`config.mk`:
```
export PLATFORM = sky130hd
export DESIGN_NAME = ov7670_stream_gen
export DESIGN_NICKNAME = d
export VERILOG_FILES = /design/src/rtl/ov7670_stream_gen_pkg.sv /design/src/rtl/pattern_gen_565.sv /design/src/rtl/ov7670_stream_gen.sv
export SDC_FILE = /design/constraint.sdc
export NUM_CORES = 1
export LEC_CHECK = 0
export BUFFER_PORTS_ARGS = -buffer_cell sky130_fd_sc_hd__buf_4
export CAP_MARGIN = 10
export CORE_ASPECT_RATIO = 1.5
export CORE_UTILIZATION = 53
export DETAILED_ROUTE_END_ITERATION = 8
export GPL_TIMING_DRIVEN = 0
export PLACE_DENSITY = 0.84
export SYNTH_ARGS = -nofsm -noshare
export SYNTH_HDL_FRONTEND = slang
export SYNTH_SLANG_ARGS = --single-unit
```
`constraint.sdc`:
```
create_clock -name clk -period 4.75 [get_ports clk]
set_input_delay 0 -clock clk [delete_from_list [all_inputs] [get_ports clk]]
set_output_delay 0 -clock clk [all_outputs]
set_load 0.02 [all_outputs]
```
`src/rtl/ov7670_stream_gen_pkg.sv`:
```
// Shared types and constants for the OV7670-style camera stream generator.
// Holds the frame state encoding, pattern selects, colour-bar palette and default timing.
package ov7670_stream_gen_pkg;

  typedef enum logic [2:0] {
    ST_IDLE   = 3'd0,
    ST_VSYNC  = 3'd1,
    ST_VBP    = 3'd2,
    ST_ACTIVE = 3'd3,
    ST_VFP    = 3'd4
  } state_t;

  typedef enum logic [1:0] {
    PAT_BARS  = 2'd0,
    PAT_SOLID = 2'd1,
    PAT_GRAD  = 2'd2,
    PAT_ADDR  = 2'd3
  } pattern_t;

  localparam logic [15:0] BAR_WHITE   = 16'hFFFF;
  localparam logic [15:0] BAR_YELLOW  = 16'hFFE0;
  localparam logic [15:0] BAR_CYAN    = 16'h07FF;
  localparam logic [15:0] BAR_GREEN   = 16'h07E0;
  localparam logic [15:0] BAR_MAGENTA = 16'hF81F;
  localparam logic [15:0] BAR_RED     = 16'hF800;
  localparam logic [15:0] BAR_BLUE    = 16'h001F;
  localparam logic [15:0] BAR_BLACK   = 16'h0000;

  localparam int DEF_SCREEN_X  = 320;
  localparam int DEF_SCREEN_Y  = 240;
  localparam int DEF_H_BLANK   = 144;
  localparam int DEF_VS_LINES  = 3;
  localparam int DEF_VBP_LINES = 17;
  localparam int DEF_VFP_LINES = 10;

  function automatic logic [15:0] bar_color(input logic [2:0] idx);
    case (idx)
      3'd0:    bar_color = BAR_WHITE;
      3'd1:    bar_color = BAR_YELLOW;
      3'd2:    bar_color = BAR_CYAN;
      3'd3:    bar_color = BAR_GREEN;
      3'd4:    bar_color = BAR_MAGENTA;
      3'd5:    bar_color = BAR_RED;
      3'd6:    bar_color = BAR_BLUE;
      default: bar_color = BAR_BLACK;
    endcase
  endfunction

  // Counter width able to hold 0..n-1, never narrower than one bit.
  function automatic int cnt_width(input int n);
    return (n <= 2) ? 1 : $clog2(n);
  endfunction

endpackage

```
`src/rtl/pattern_gen_565.sv`:
```
// Combinational RGB565 test-pattern source: maps (pattern, solid, x, y) to one pixel.
module pattern_gen_565
  import ov7670_stream_gen_pkg::*;
#(
  parameter int SCREEN_X = DEF_SCREEN_X
) (
  input  logic [1:0]  i_pattern,
  input  logic [15:0] i_solid,
  input  logic [15:0] i_x,
  input  logic [15:0] i_y,
  output logic [15:0] o_pixel
);

  localparam int BAR_W    = SCREEN_X / 8;
  localparam bit HAS_BARS = (BAR_W > 0);
  localparam int BAR_DIV  = HAS_BARS ? BAR_W : 1;

  logic [15:0] w_bar_idx;
  logic [16:0] w_addr;

  always_comb begin
    w_bar_idx = i_x / 16'(BAR_DIV);
    w_addr    = 17'(i_x) + 17'(i_y) * 17'(SCREEN_X);
    o_pixel   = 16'h0000;
    case (i_pattern)
      PAT_BARS: begin
        // Columns past the eighth full bar fall back to black.
        if (HAS_BARS && (w_bar_idx < 16'd8)) o_pixel = bar_color(w_bar_idx[2:0]);
      end
      PAT_SOLID: o_pixel = i_solid;
      PAT_GRAD:  o_pixel = {i_x[4:0], i_y[5:0], i_x[4:0]};
      default:   o_pixel = w_addr[15:0];
    endcase
  end

endmodule

```
`src/rtl/ov7670_stream_gen.sv`:
```
// OV7670-style camera output generator: vsync/href/8-bit RGB565 byte stream with test patterns.
// Every output is registered from the next-cycle position so it lines up with the counters.
module ov7670_stream_gen
  import ov7670_stream_gen_pkg::*;
#(
  parameter int SCREEN_X  = DEF_SCREEN_X,
  parameter int SCREEN_Y  = DEF_SCREEN_Y,
  parameter int H_BLANK   = DEF_H_BLANK,
  parameter int VS_LINES  = DEF_VS_LINES,
  parameter int VBP_LINES = DEF_VBP_LINES,
  parameter int VFP_LINES = DEF_VFP_LINES
) (
  input  logic        clk,
  input  logic        rst,
  input  logic        en,
  input  logic [1:0]  pattern,
  input  logic [15:0] solid_rgb565,
  output logic        vsync,
  output logic        href,
  output logic [7:0]  px_data,
  output logic        frame_done,
  output logic [15:0] frame_cnt,
  output state_t      dbg_state
);

  localparam int L     = 2 * SCREEN_X + H_BLANK;
  localparam int HW    = cnt_width(L);
  localparam int MAX_A = (VS_LINES > VBP_LINES) ? VS_LINES : VBP_LINES;
  localparam int MAX_B = (SCREEN_Y > VFP_LINES) ? SCREEN_Y : VFP_LINES;
  localparam int MAX_L = (MAX_A > MAX_B) ? MAX_A : MAX_B;
  localparam int LW    = cnt_width(MAX_L);

  localparam logic [HW-1:0] H_LAST = HW'(L - 1);
  localparam logic [HW-1:0] H_ACT  = HW'(2 * SCREEN_X);

  state_t        r_state;
  logic [HW-1:0] r_h;
  logic [LW-1:0] r_l;
  logic [1:0]    r_pat;
  logic [15:0]   r_solid;
  logic          r_vsync;
  logic          r_href;
  logic [7:0]    r_px;
  logic          r_done;
  logic [15:0]   r_cnt;

  state_t        w_nstate;
  logic [HW-1:0] w_nh;
  logic [LW-1:0] w_nl;
  logic          w_line_last;
  logic          w_start;
  logic          w_href_next;
  logic          w_done_next;
  logic [15:0]   w_pixel;

  always_comb begin
    w_nstate    = r_state;
    w_nh        = '0;
    w_nl        = r_l;
    w_line_last = 1'b0;
    case (r_state)
      ST_VSYNC:  w_line_last = (r_l == LW'(VS_LINES - 1));
      ST_VBP:    w_line_last = (r_l == LW'(VBP_LINES - 1));
      ST_ACTIVE: w_line_last = (r_l == LW'(SCREEN_Y - 1));
      ST_VFP:    w_line_last = (r_l == LW'(VFP_LINES - 1));
      default:   w_line_last = 1'b0;
    endcase

    if (r_state == ST_IDLE) begin
      w_nl = '0;
      if (en) w_nstate = ST_VSYNC;
    end else if (r_h == H_LAST) begin
      if (w_line_last) begin
        w_nl = '0;
        case (r_state)
          ST_VSYNC:  w_nstate = ST_VBP;
          ST_VBP:    w_nstate = ST_ACTIVE;
          ST_ACTIVE: w_nstate = ST_VFP;
          default:   w_nstate = en ? ST_VSYNC : ST_IDLE;
        endcase
      end else begin
        w_nl = r_l + 1'b1;
      end
    end else begin
      w_nh = r_h + 1'b1;
    end

    // Pattern/colour are captured only when a new frame begins.
    w_start     = (w_nstate == ST_VSYNC) && ((r_state == ST_IDLE) || (r_state == ST_VFP));
    w_href_next = (w_nstate == ST_ACTIVE) && (w_nh < H_ACT);
    w_done_next = (w_nstate == ST_VFP) && (w_nh == H_LAST) && (w_nl == LW'(VFP_LINES - 1));
  end

  pattern_gen_565 #(
    .SCREEN_X (SCREEN_X)
  ) u_pattern (
    .i_pattern (r_pat),
    .i_solid   (r_solid),
    .i_x       (16'(w_nh >> 1)),
    .i_y       (16'(w_nl)),
    .o_pixel   (w_pixel)
  );

  always_ff @(posedge clk) begin
    if (!rst) begin
      r_state <= ST_IDLE;
      r_h     <= '0;
      r_l     <= '0;
      r_pat   <= '0;
      r_solid <= '0;
      r_vsync <= 1'b0;
      r_href  <= 1'b0;
      r_px    <= '0;
      r_done  <= 1'b0;
      r_cnt   <= '0;
    end else begin
      r_state <= w_nstate;
      r_h     <= w_nh;
      r_l     <= w_nl;
      if (w_start) begin
        r_pat   <= pattern;
        r_solid <= solid_rgb565;
      end
      r_vsync <= (w_nstate == ST_VSYNC);
      r_href  <= w_href_next;
      r_px    <= w_href_next ? (w_nh[0] ? w_pixel[7:0] : w_pixel[15:8]) : 8'h00;
      r_done  <= w_done_next;
      if (w_done_next) r_cnt <= r_cnt + 16'd1;
    end
  end

  assign vsync      = r_vsync;
  assign href       = r_href;
  assign px_data    = r_px;
  assign frame_done = r_done;
  assign frame_cnt  = r_cnt;
  assign dbg_state  = r_state;

endmodule

```
==> metrics.md, run 1 <==
| Metric | Value |
|---|---|
| Async SR Flop Fraction | `0%` |
| Flops & latches, synth | `66` |
| Starting density of the core | `between 50% and 60%` |
| Synth Cell Area | `0.00439 mm2` |
| Vias per Instance | `between 6 and 7` |
| Synth unique cells | `75` |
| Multi-input gate area | `approximately 0.003 mm2` |
| Total Neg Setup Slack | `0 ns` |
| Non-filler cells, final | `726` |
| Core Area | `0.00801 mm2` |
| Finish-stage setup viols | `0` |
| Worst Path Required | `roughly 5.0 ns` |
| Peak VDD IR | `between 0.2 and 0.3 mV` |
| P_sw | `0.332 mW` |
| Post-synthesis cell count | `531` |
| CP Data Arrival Time | `4.95 ns` |
| Hold Path Sink | `dbg_state[0]` |
| First-pass GRT wire length | `around 21 mm` |
| Slew headroom | `between 40% and 50%` |
| Drt first pass iters | `5` |
| Worst Hold Class | `primary input to flip-flop` |
| FF+latch area | `between 0.001 and 0.0015 mm2` |
| Vias | `~4700` |
| Synth Area per Inst | `slightly above 8 um2` |
| Final nets | `658` |
| Vias in the first global route | `between 4000 and 5000` |
| Synth top area share | `a little under a third` |
| TritonCTS Buffers | `9` |
| Main synth FF type | `dfxtp_1` |
| Total Routing Usage GR | `31.4%` |
| Status | `complete, no violations` |
| Seq/Total Area, Yosys | `30.1%` |
| EDFF count, synth | `0` |
| R2R depth | `20` |
| Leak pwr | `2.19 nW` |
| FF-to-FF Start | `r_h[5]` |
| Dpl cells | `around 690` |
| Clock Skews | `between 0.005 and 0.006 ns` |
| Die area | `0.00865 mm2` |
| Area leader, netlist | `dfxtp_1` |
| I/O Pins | `51` |
| Power per cell area | `between 200 and 250 mW/mm2` |
| Detailed placement HPWL | `approximately 9.4 mm` |
| Ys Warns | `0` |
| Final worst slack | `around 0.063 ns` |
| CTS HTree Levels | `3` |
| I/O Buffers | `50` |
| Routed WL | `13.5 mm` |
| Clk slew on worst S/H paths | `roughly 0.06 ns` |
| Max_cap viols | `0` |
| Core Rows | `40` |
| Reg power frac | `42.2%` |
| Die width | `approximately 76 um` |
| R2R Path End | `px_data[7]` |
| Min Clock Period, post-route | `4.69 ns` |
| Share of cells above drive strength 1 | `roughly a fifth` |
| Clock Power Share | `about 48%` |
| Antenna violations before repair | `0` |
| GPL Wtd Cong | `between 0.9 and 1` |
| Avg WL per Cell | `between 15 and 20 um` |
| Register-to-register setup slack | `about 0.063 ns` |
| Tightest Pin Transition | `between 0.8 and 0.9 ns` |
| Grt total ovfl | `0` |
| Startpoint types | `flip-flop` |
| Antenna diodes | `0` |
| Total power | `roughly 1.4 mW` |
| Max Freq | `about 210 MHz` |
| Fin. Hold Viols | `0` |
| Largest net degree at the start of global routing | `12` |
| CTS tree | `done` |
| Die H | `113 um` |
| Drt initial violations | `472` |
| Filler cell count | `~630` |
| Clock latency on the worst-skew pair | `around 0.34 ns` |
| Sw Share | `about a quarter` |
| Hold Path Depth | `5` |
| Worst-path maximum fanout | `10` |
| Syn nets | `around 570` |
| Post-Place Worst Slack | `-0.605 ns` |
| DRC Markers | `0` |
| Synth top cells by count | `77 x nor2_1, 66 x dfxtp_1, 26 x a21oi_1` |
| Endpoint class of the critical path | `flip-flop` |
| Internal power | `about 1.0 mW` |
| Clock buffer depth | `2` |
| Slew Viols, Final | `0` |
| Post-route ant nets | `0` |
| WS Path Type | `flip-flop to flip-flop` |
| Sink Count | `66` |
| Area contributors post-synth | `dfxtp_1 30%, nor2_1 6.6%, ha_1 5.1%, mux2i_1 4.8%, xnor2_1 4.8%` |
| Hold path startpoint | `en` |
| Combinational power share | `under 10%` |
| Clock root buffer | `clkbuf_16` |
| Fin crit share | `a little under 100%` |
| Count leader, synth | `nor2_1` |
| Syn-to-layout area delta | `27.4%` |
-- critical path, cell delays in order (launching register included) --
cell,delay [ns]
dfxtp_1,0.30
buf_6,0.13
or4b_1,0.48
buf_2,0.18
nor3_4,0.18
nand2_2,0.13
o31ai_4,0.33
buf_6,0.16
nor2_2,0.06
ha_1,0.29
ha_2,0.19
inv_1,0.09
fa_2,0.45
nand2b_4,0.16
nor2_4,0.12
nor4b_4,0.24
nand3_2,0.14
xnor2_2,0.19
and3_2,0.22
a2111o_1,0.36
a21oi_2,0.17
-- stage by stage --
| step | util (%) | hold slack (ns) | instance area (um2) |
|---|---|---|---|
| 2_1_floorplan | - | 0.112 | 4390 |
| 3_3_place_gp | 61.1 | 0.234 | 4890 |
| 3_5_place_dp | 61.1 | 0.244 | 4890 |
| 4_1_cts | 68.1 | 0.144 | 5450 |
| 5_1_grt | 69.8 | 0.219 | 5590 |
| 6_report | 69.8 | 0.150 | 5590 |
-- logic make-up (layout without fill, tap and decap cells) --
family	after synthesis	in the layout	share of synthesized area, %
muxes	22	22	5.05
AOI/OAI and AO/OA	123	123	20.9
and+or+nand+nor	219	219	26.0
adders and majority gates	21	21	6.27
buffers and inverters	47	137	5.10
xor gates and xnor gates	33	33	6.59
DFF	66	66	30.1
-- power by group through the flow --
stage          clock, mW  combinational, mW  sequential [mW]
3_3_place_gp           0              0.110            0.584
5_1_grt            0.685              0.143            0.575
6_report           0.652              0.134            0.574
3_5_place_dp           0              0.111            0.585
4_1_cts            0.651              0.127            0.573
2_1_floorplan          0             0.0724            0.583
-- final cells by class --
class	instances	area share, %
Timing Repair Buffer	76	11.1
Multi-Input combinational cell	418	53.6
Inverter	20	1.39
Sequential cell	66	23.7
Buffer	26	2.80
Clock inverter	5	1.01
Tap cell	105	2.35
Clock buffer	10	4.09
-- repair_timing --
item,CTS,global route
endpoints found under the hold margin,26,0
endpoints found under the setup margin,3,4
pin swaps,1,4
hold buffers,19,0
setup buffers,3,4
gates resized for setup,14,31
-- flip-flops by register name (all words and copies together) (netlist names) --
register    count
r_h            10
r_solid        16
r_pat           2
href            1
px_data         8
r_l             8
frame_cnt      16
frame_done      1
vsync           1
dbg_state       3
-- placed cells by master, fill, tap and decap left out, types with 7 or more instances in the layout --
cell type | netlist | routed
a211oi_1 | 8 | 7
a21oi_1 | 26 | 24
and2_1 | 7 | 7
and3_1 | 9 | 8
buf_4 | 0 | 57
buf_6 | 5 | 7
clkbuf_1 | 16 | 12
clkbuf_16 | 0 | 9
dfxtp_1 | 66 | 64
dlygate4sd3_1 | 0 | 19
ha_1 | 18 | 17
inv_1 | 19 | 19
mux2i_1 | 21 | 21
nand2_1 | 17 | 16
nand2b_1 | 11 | 10
nand3_1 | 19 | 16
nand4_1 | 10 | 10
nor2_1 | 77 | 75
nor3_1 | 25 | 21
nor4_1 | 12 | 11
o21ai_0 | 20 | 19
xnor2_1 | 24 | 23
xor2_1 | 9 | 8
-- how the worst max path moves through the flow --
| stage | from | to | slack (ns) | depth (start not counted) |
|---|---|---|---|---|
| final | r_h[5] | px_data[7] | 0.06 | 20 |
| after global routing | r_h[5] | px_data[7] | -0.11 | 20 |
| after CTS | r_h[5] | px_data[7] | 0.003 | 20 |
| after detailed placement | r_h[5] | px_data[7] | -0.61 | 18 |
| after global placement | r_h[5] | px_data[7] | -0.51 | 18 |
| after floorplan | dbg_state[0] | px_data[7] | 0.07 | 19 |
-- routing by layer --
metal	share of wire, %	track usage [%]	up-vias
met4	4.5	17.4	0
met3	6.3	5.84	59
met2	51	56.8	237
met1	38	34.3	2223
met5	0	0	-
li1	-	-	2135
(Power assumes the default switching activity.)
==> run 2, diff against run 1 <==
- CORE_UTILIZATION: 53 -> 64
- PLACE_DENSITY: 0.84 -> 0.94
- clock period: 4.75 -> 5.65 ns (I/O delays scaled with it)
==> run 2 against run 1 <==
Effect of this change:
- critical path depth fell by 1
- non-clock buffer count down 6
- worst hold slack better by 0.0015 ns
- sequential share of layout area grew 1.4 points
- cell area fell by 5.8%
==> metrics.md, run 2 (synthesis gave the netlist of run 1 again) <==
| Metric | Value |
|---|---|
| Status | `complete, no violations` |
| Share of cells above drive strength 1 | `16.1% (-5.2 points)` |
| CP Data Arrival Time | `5.39 ns (+0.44 ns)` |
| Sink Count | `66 (unchanged)` |
| Combinational power share | `10.9% (+1.1 points)` |
| Max Freq | `196 MHz (-8.2%)` |
| I/O Pins | `51 (unchanged)` |
| Dpl cells | `657 (-4.2%)` |
| GPL Wtd Cong | `1.01 (+7.1%)` |
| Worst Hold Class | `primary input to flip-flop` |
| Antenna violations before repair | `0 (unchanged)` |
| Most common cell after layout, fill and taps aside | `nor2_1` |
| Clock Skews | `0.0109 ns (+0.00555 ns)` |
| Starting density of the core | `66.7% (+12 points)` |
| P_sw | `0.268 mW (-19%)` |
| WS Path Type | `flip-flop to flip-flop` |
| Max stage delay on crit path | `0.49 ns (about the same)` |
| Sw Share | `26.6% (+2.2 points)` |
| Total Neg Setup Slack | `0 ns (unchanged)` |
| Slew Viols, Final | `0 (unchanged)` |
| Detailed placement HPWL | `9.51 mm (+1.1%)` |
| Avg WL per Cell | `19.3 um (+4.1%)` |
| Internal power | `0.740 mW (-28%)` |
| Total power | `1.01 mW (-26%)` |
| Endpoint class of the critical path | `flip-flop` |
| Util after Layout | `80.1% (+10 points)` |
| Largest delay contributor family on the critical path | `simple AND/OR/NAND/NOR gates` |
| RSZ-0062 raised after global routing | `no` |
| DRC Markers | `0 (unchanged)` |
| Max_cap viols | `0 (unchanged)` |
| Setup Buffers After CTS | `0 (-3)` |
| Startpoint types | `flip-flop` |
| Most frequent cells in the layout | `77 x nor2_1, 66 x dfxtp_1, 50 x buf_4, 26 x a21oi_1, 25 x nor3_1` |
| Grt total ovfl | `0 (unchanged)` |
| CTS tree | `done` |
| Leak pwr | `2.06 nW (-6.1%)` |
| Fin crit share | `90.4% (-8.3 points)` |
| Finish-stage setup viols | `0 (unchanged)` |
| Drt first pass iters | `7 (+2)` |
| Clock root buffer | `clkbuf_8` |
| First-pass GRT wire length | `21.4 mm (-0.38%)` |
| Die H | `103 um (-8.8%)` |
| Vias in the first global route | `4474 (+0.45%)` |
| Core Area | `0.00658 mm2 (-18%)` |
| Antenna diodes | `0 (unchanged)` |
| Most frequent CP cell | `ha_1` |
| Reg power frac | `47.8% (+5.6 points)` |
| Die width | `69.6 um (-8.8%)` |
| Post-route ant nets | `0 (unchanged)` |
| Final worst slack | `0.542 ns (+0.479 ns)` |
| Fin. Hold Viols | `0 (unchanged)` |
| Design area | `0.00527 mm2 (-5.8%)` |
| Core Rows | `36 (-10%)` |
| Clock latency on the worst-skew pair | `0.36 ns (+0.02 ns)` |
| Routed WL | `13.4 mm (-0.73%)` |
| Non-filler cells, final | `692 (-4.7%)` |
| Syn-to-layout area delta | `20.0%` |
| Peak VDD IR | `0.186 mV (-28%)` |
| Post-Place Worst Slack | `0.363 ns (+0.969 ns)` |
| Min Clock Period, post-route | `5.11 ns (+0.421 ns)` |
| Slew headroom | `29.7% (-16 points)` |
| Worst-path maximum fanout | `9 (-1)` |
| CTS HTree Levels | `3 (unchanged)` |
| Vias per Instance | `6.64 (+3.7%)` |
| Slowest stage cell, crit path | `dfxtp_1` |
| Hold slack | `0.151 ns (+0.00151 ns)` |
| TritonCTS Buffers | `9 (unchanged)` |
| DP Area | `0.00486 mm2 (-0.74%)` |
| Total Routing Usage GR | `37.9% (+6.5 points)` |
| Clock buffer depth | `2 (unchanged)` |
| Worst Path Required | `5.93 ns (+0.92 ns)` |
| Vias | `4598 (-1.2%)` |
| Clock Power Share | `41.3% (-6.7 points)` |
| Drt initial violations | `434 (-8.1%)` |
| Power per cell area | `191 mW/mm2 (-21%)` |
| Die area | `0.00720 mm2 (-17%)` |
| Final nets | `652 (-0.91%)` |
| Clk slew on worst S/H paths | `0.08 ns (+0.02 ns)` |
| Largest net degree at the start of global routing | `13 (+1)` |
| Tightest Pin Transition | `1.05 ns (+0.239 ns)` |
| I/O Buffers | `50 (unchanged)` |
| CP bufs+invs | `2 (-2)` |
| Crit-path cells | `ha_1 > and3_1 > clkbuf_1 > nand3_1 > or3_1 > xor2_1 > nor2_1 > ha_1 > ha_1 > inv_1 > fa_1 > nand2b_1 > nor2_1 > nor4b_2 > nand3_1 > xnor2_1 > and3_2 > a2111o_1 > a21oi_1` |
==> run 2: cell count changes in the layout (fill, tap and decap cells not counted), moves of 3 or more <==
cell	previous run	this run
buf_4	57	50
clkbuf_1	12	16
clkbuf_16	9	0
clkbuf_8	0	10
nand3_1	16	19
nand3_2	4	1
nor3_1	21	25
nor3_2	3	0
==> run 2: layout make-up <==
cell class,instances,area [um2]
buffer,27,148
clock buffer,11,141
clock inverter,5,62.6
fill,413,1310
inverter,20,77.6
multi-input combinational,418,2860
sequential,66,1320
tap,76,95.1
timing repair buffer,69,566
==> run 2: final timing paths <==
path                      from            to  slack [ns]  cells past startpoint
setup reg to reg        r_h[0]    px_data[7]        0.54                     19
hold reg to reg   frame_cnt[8]  frame_cnt[8]        0.50                      2
setup / recovery        r_h[0]    px_data[7]        0.54                     19
hold / removal              en  dbg_state[0]        0.15                      5
==> run 2: repair_timing <==
action / CTS / global route
hold buffers: 19 / 0
endpoints found under the hold margin: 26 / 0
resized for setup: 0 / 4
setup endpoints to repair: 0 / 1
==> run 2: routing by layer <==
metal,vias up,track usage (%),routed length [um]
met4,0,26.2,653
met2,261,69.1,6730
li1,2119,-,-
met5,-,0,0
met3,66,6.78,965
met1,2152,39.9,5040
==> run 2: power groups by stage <==
stage | clock (mW) | sequential [mW] | combinational (mW)
after CTS | 0.415 | 0.481 | 0.104
after global placement | 0 | 0.491 | 0.0908
after detailed placement | 0 | 0.492 | 0.0930
after floorplan | 0 | 0.490 | 0.0609
after global routing | 0.438 | 0.482 | 0.117
final | 0.417 | 0.482 | 0.110
==> run 2: worst reg2reg max path, delay by kind of cell (launching register included) <==
family / cells / cell delay (ns)
xor gates and xnor gates: 2 / 0.32
buffers and inverters: 2 / 0.33
AOI/OAI and AO/OA: 2 / 0.49
DFF: 1 / 0.49
and+or+nand+nor: 9 / 2.15
adders and majority gates: 4 / 1.25
